==> src/rtl/encoder_layer_0_attention_self_key_bias_sink.sv <==
// Reloadable key-bias store: loads one tensor from a valid/ready stream into RAM,
// then serves it through a 2-stage, ce0-gated read port.
module encoder_layer_0_attention_self_key_bias_sink #(
    parameter int unsigned KEY_BIAS_TENSOR_SIZE_DIM_0 = 32,
    parameter int unsigned KEY_BIAS_PRECISION_0       = 16,
    parameter int unsigned KEY_BIAS_PARALLELISM_DIM_0 = 1,
    parameter int unsigned KEY_BIAS_PARALLELISM_DIM_1 = 1,
    localparam int unsigned NPAR     = KEY_BIAS_PARALLELISM_DIM_0 * KEY_BIAS_PARALLELISM_DIM_1,
    localparam int unsigned IN_DEPTH = KEY_BIAS_TENSOR_SIZE_DIM_0 / KEY_BIAS_PARALLELISM_DIM_0,
    localparam int unsigned AWIDTH   = $clog2(IN_DEPTH) + 1,
    localparam int unsigned BEAT_W   = KEY_BIAS_PRECISION_0 * NPAR
) (
    input  logic                            clk,
    input  logic                            rst,
    input  logic [KEY_BIAS_PRECISION_0-1:0] data_in [NPAR],
    input  logic                            data_in_valid,
    output logic                            data_in_ready,
    input  logic                            reload,
    output logic                            loaded,
    input  logic [AWIDTH-1:0]               addr0,
    input  logic                            ce0,
    output logic [BEAT_W-1:0]               q0
);

    localparam int unsigned IW = (IN_DEPTH > 1) ? $clog2(IN_DEPTH) : 1;

    typedef enum logic {
        LOAD = 1'b0,
        FULL = 1'b1
    } state_t;

    state_t              state, state_next;
    logic [AWIDTH-1:0]   wr_cnt, wr_cnt_next;
    logic                we;
    logic [BEAT_W-1:0]   word;
    logic [BEAT_W-1:0]   t0;
    logic [BEAT_W-1:0]   mem [IN_DEPTH];

    always_comb begin
        word = '0;
        for (int unsigned j = 0; j < NPAR; j++) begin
            word[j*KEY_BIAS_PRECISION_0 +: KEY_BIAS_PRECISION_0] = data_in[j];
        end
    end

    // Status outputs come from the state register only, never from data_in_valid.
    assign data_in_ready = (state == LOAD);
    assign loaded        = (state == FULL);

    always_ff @(posedge clk or negedge rst) begin
        if (!rst) begin
            state  <= LOAD;
            wr_cnt <= '0;
        end else begin
            state  <= state_next;
            wr_cnt <= wr_cnt_next;
        end
    end

    // Reload wins over a same-cycle handshake; that beat is dropped.
    always_comb begin
        state_next  = state;
        wr_cnt_next = wr_cnt;
        we          = 1'b0;
        if (reload) begin
            state_next  = LOAD;
            wr_cnt_next = '0;
        end else if (state == LOAD && data_in_valid) begin
            we = 1'b1;
            if (wr_cnt == AWIDTH'(IN_DEPTH - 1)) begin
                wr_cnt_next = '0;
                state_next  = FULL;
            end else begin
                wr_cnt_next = wr_cnt + 1'b1;
            end
        end
    end

    always_ff @(posedge clk) begin
        if (we) begin
            mem[wr_cnt[IW-1:0]] <= word;
        end
    end

    always_ff @(posedge clk or negedge rst) begin
        if (!rst) begin
            t0 <= '0;
            q0 <= '0;
        end else if (ce0) begin
            t0 <= (addr0 < AWIDTH'(IN_DEPTH)) ? mem[addr0[IW-1:0]] : '0;
            q0 <= t0;
        end
    end

endmodule

==> config.mk <==
export PLATFORM = sky130hd
export DESIGN_NAME = encoder_layer_0_attention_self_key_bias_sink
export DESIGN_NICKNAME = d
export VERILOG_FILES = /design/src/rtl/encoder_layer_0_attention_self_key_bias_sink.sv
export SDC_FILE = /design/constraint.sdc
export NUM_CORES = 1
export LEC_CHECK = 0
export ABC_AREA = 1
export CAP_MARGIN = 30
export CELL_PAD_IN_SITES_DETAIL_PLACEMENT = 1
export CELL_PAD_IN_SITES_GLOBAL_PLACEMENT = 2
export CORE_ASPECT_RATIO = 0.7
export CORE_UTILIZATION = 40
export CTS_BUF_LIST = sky130_fd_sc_hd__clkbuf_8
export DETAILED_ROUTE_END_ITERATION = 12
export GPL_ROUTABILITY_DRIVEN = 0
export PLACE_DENSITY_LB_ADDON = 0.1
export SETUP_SLACK_MARGIN = 0.3
export SYNTH_ARGS = -nofsm -noshare
export SYNTH_HDL_FRONTEND = slang
export SYNTH_SLANG_ARGS = --single-unit
export TNS_END_PERCENT = 1
==> constraint.sdc <==
create_clock -name clk -period 2.7 [get_ports clk]
set_input_delay 0.675 -clock clk [delete_from_list [all_inputs] [get_ports clk]]
set_output_delay 0.675 -clock clk [all_outputs]
set_load 0.05 [all_outputs]
## After elaboration in Yosys (flattened, before gate mapping)

Memory sizes are Yosys's and may differ from the RTL's.
Index checks and enable logic that the tools add are counted.

- Add/subtract/negate cells: 1
- $lt $le $gt $ge: 1
- Eq/ne operators: 1
- Muxes and demuxes: 11
- Bitwise logic cells: 1
- Reduce and logical (&&, ||, !) cells: 4

Operators by type and width:

| cell | number |
|---|---|
| $mux W6 | 3 |
| $mux W16 | 1 |
| $mux W1 | 7 |
| $add A6 B1 Y6 const B | 1 |
| $eq A6 B5 Y1 const B | 1 |
| $lt A6 B6 Y1 const B | 1 |
| $reduce_bool A2 Y1 | 2 |
| $reduce_and A2 Y1 | 1 |
| $logic_and A1 B1 Y1 | 1 |
| $not A1 Y1 | 1 |

- Register bits: 39
- Bits in writable memories: 512
- Output and inout port bits: 18
- Memories kept: 1

Memories:

| memory | words | bits a word | rd ports | clocked after memory_dff | wr ports | line | source |
|---|---|---|---|---|---|---|---|
| mem | 32 | 16 | 1 | 0 | 1 | 37 | `logic [BEAT_W-1:0] mem [IN_DEPTH];` |

## Depth between registers and ports, before layout

- Depth in word-level cells: 6
- Mapped depth: 12
- Mapped depth without buffers: 9

## Worst setup path after synthesis

OpenSTA, ideal clock, no wires.

- Path kind: flip-flop to flip-flop
- Start point: register state (netlist: loaded)
- End point: memory mem[0][0] (netlist bit) (enable)
- Library setup time: 0.388 ns
- Arrival: 2.215 ns
- Path slack: 0.097 ns
- Stages on the path, launching flop included: 6
- Buffers on the path: 0
- Path through: dfrtp_1 > inv_1 > nand3_1 > inv_1 > nand2_1 > nor2_1

- Longest elaborated chain between the ends: 6

Ends and longest elaborated chain:

| element | line | source |
|---|---|---|
| start, declared | 32 | `state_t state, state_next;` |
| start signal, assigned | 55 | `state <= state_next;` |
| $not A1 Y1 | n/a |  |
| via data_in_ready | 17 | `output logic data_in_ready,` |
| $logic_and A1 B1 Y1 | 68 | `end else if (state == LOAD && data_in_valid) begin` |
| $mux W1 | 68 |  |
| $mux W1 | 65 | `if (reload) begin` |
| $mux W1 | 80 | `if (we) begin` |
| $mux W1 (not written as such) | 81 | `mem[wr_cnt[IW-1:0]] <= word;` |
| end, declared | 37 |  |

The timed path passes the listed nets, and every way through them passes these cells.

## Final worst setup path

- Start point: register q0[6]
- End point: output port q0[6]

RTL lines:

| element | line | source |
|---|---|---|
| start, declared | 22 | `output logic [BEAT_W-1:0] q0` |
| start signal, assigned | 91 | `q0 <= t0;` |

No word-level cell between the ends.

==> impl_metrics.env <==
export IMPL_wl_per_cell_um=24.6
export IMPL_path_delay_family="buffers and inverters"
export IMPL_layout_min_cycle_time_ns=2.52
export IMPL_cp_cell_sequence="clkdlybuf4s50_1"
export IMPL_cts_tree="done"
export IMPL_yosys_area_top_type_share=0.687
export IMPL_postCtsSetupBuffers=0
export IMPL_ff2ff_setup_slack_ns=0.77
export IMPL_synth_cell_types=20
export IMPL_core_area_um2=55200
export IMPL_yosys_top_cells_area="edfxtp_1, nand2_1, nand3_1, dfrtp_1, buf_2"
export IMPL_cts_inserted_buffers=89
export IMPL_skew_ns=0.0214
export IMPL_drive_gt1_frac=0.110
export IMPL_irDropWorstVdd_mv=0.473
export IMPL_holdPathEnd="q0[7]"
export IMPL_antenna_found_initial=2
export IMPL_ys_seq_area_frac=0.731
export IMPL_cts_htree_levels=3
export IMPL_num_io_pins=45
export IMPL_hold_depth=2
export IMPL_nets=2056
export IMPL_worst_pin_slew_ns=0.638
export IMPL_vias=14900
export IMPL_crit_path_top_delay_cell="clkdlybuf4s50_1"
export IMPL_maxSlewHeadroom=0.575
export IMPL_start_kind="flop"
export IMPL_path_buf_inv=1
export IMPL_grt_first_pass_wirelength_um=102000
export IMPL_cts_clk_slew_worst_paths_ns=0.06
export IMPL_die_h_um=200
export IMPL_grt_max_degree=81
export IMPL_io_buffers=44
export IMPL_power_mw=18.3
export IMPL_hold_viol_final=0
export IMPL_clk_latency_ns=0.68
export IMPL_dp_cells=2673
export IMPL_initial_core_util=0.405
export IMPL_reg2regPathDepth=4
export IMPL_cts_sinks=551
export IMPL_arrival_ns=1.84
export IMPL_hold_class="flop to flop"
export IMPL_syn_num_nets=1944
export IMPL_rr_endpoint="mem[9][9]"
export IMPL_crit_cells=1
export IMPL_die_x_um=285
export IMPL_placementRows=72
export IMPL_grt_pass1_vias=14900
export IMPL_postSynthCellCount=1913
export IMPL_gr_total_overflow=0
export IMPL_synth_area_per_cell_um2=11.7
export IMPL_critPathKind="flop to output port"
export IMPL_cts_root_buffer="clkbuf_8"
export IMPL_path_max_fanout=2
export IMPL_drv_slew=0
export IMPL_grtUsageTotal=0.249
export IMPL_final_cell_mix="nand2_1, edfxtp_1, nand3_1, clkbuf_8, buf_4"
export IMPL_maxCapViolCount=0
export IMPL_synth_top_cell_by_area="edfxtp_1"
export IMPL_critPathCaptureType="output port"
export IMPL_yosys_warnings=0
export IMPL_cp_required_ns=2.03
export IMPL_hold_ws_ns=0.476
export IMPL_hold_start="q0[7]"
export IMPL_areaGrowthSynthToFinish_pct=16.1
export IMPL_ys_ff_latch=551
export IMPL_fin_crit_sh=0.933
export IMPL_setup_viol=0
export IMPL_rsz0062_at_grt="yes"
export IMPL_drt_wl_total_um=69700
export IMPL_fin_setup_tns_ns=0
export IMPL_p_per_area_nw_per_um2=704
export IMPL_critPathMaxStageDelay_ns=0.81
export IMPL_drt_vias_per_instance=5.26
export IMPL_hpwl_um=42000
export IMPL_reg2reg_from="wr_cnt[2]"
export IMPL_finalNonFillerCells=2839
export IMPL_synth_area_um2=22400
export IMPL_fin_util=0.471
export IMPL_drt_initial_drc_count=1271
export IMPL_final_common_cell="nand2_1"
export IMPL_n_antenna_cell=0
export IMPL_die_area_um2=56900
export IMPL_leakage_nw=9.74
export IMPL_drcViolationCount=0
export IMPL_dr_pass1_iters=5
export IMPL_status="completed"
export IMPL_max_freq_ghz=0.397
export IMPL_cts_buffer_depth=3
export IMPL_drtAntennaViolNets=0
how the worst max path moves through the flow:
stage / slack [ns] / from / to
global route: 0.1 / q0[7] / q0[7]
finish: 0.18 / q0[6] / q0[6]
CTS: 0.12 / q0[8] / q0[8]
detailed placement: 0.19 / reload / mem[0][7]
global placement: 0.18 / reload / mem[0][4]
floorplan: 0.1 / loaded / mem[0][0]
state kept, by name (all words and copies together) (netlist names):
name / count
mem: 512
q0: 16
t0: 16
wr_cnt: 6
loaded: 1
worst reg2reg max path, delay by kind of cell (launching register included):
family,cells,cell delay [ns]
buffers and inverters,2,0.39
AND/OR/NAND/NOR,2,0.77
flip-flops,1,0.46
layer usage:
metal / global-route usage / vias to the layer above / wire length [um]
met5: 0 / - / 12
met4: 0.0609 / 2 / 1230
met3: 0.0499 / 90 / 4610
met2: 0.355 / 440 / 29300
met1: 0.387 / 7519 / 34600
li1: - / 6888 / -
cell usage after synthesis:
cell type  number
o22ai_1         1
clkbuf_1       11
nand3_1       441
inv_4           1
inv_1          16
buf_1           7
edfxtp_1      512
buf_2          61
xor2_1          1
buf_8           1
nor2_1         40
nand2_1       735
ha_1            4
buf_4           9
nor3b_1         1
buf_6          25
o21ai_0         2
a21oi_1         5
dfrtp_1        39
inv_2           1
layout make-up:
type                            instances  area (um^2)
Inverter                               18         77.6
Multi-Input combinational cell       1230         5270
Tap cell                              740          926
Sequential cell                       551        16400
Clock inverter                         74          474
Clock buffer                           91         1250
Timing Repair Buffer                  135         1630
Fill cell                            5830        29200
through the flow:
stage	cell area, um^2	setup slack [ns]
3_5_place_dp	24200	0.193
4_1_cts	26000	0.119
6_report	26000	0.181
3_3_place_gp	24200	0.181
2_1_floorplan	22400	0.0966
5_1_grt	26000	0.0986
what timing repair did:
action | CTS | global route
resized for setup | 2 | 1
endpoints found under the hold margin | 25 | 0
hold buffers | 1 | 0
gates cloned | 0 | 0
setup endpoints to repair | 18 | 17
pin swaps | 0 | 0
cell families (layout without fill, tap and decap cells):
family	after synthesis	after routing	synth area share
fa+ha+maj	4	4	0.00224
compound gates	8	8	0.00184
buf+inv	132	318	0.0361
xor+xnor	1	1	0.000391
simple gates	1217	1217	0.229
flops	551	551	0.731
power by group:
group	switching [mW]	internal, mW
clock network	3.41	3.73
logic	1.16	0.421
registers	0.0796	9.49
Note: power is estimated with default switching activity, not from simulation.
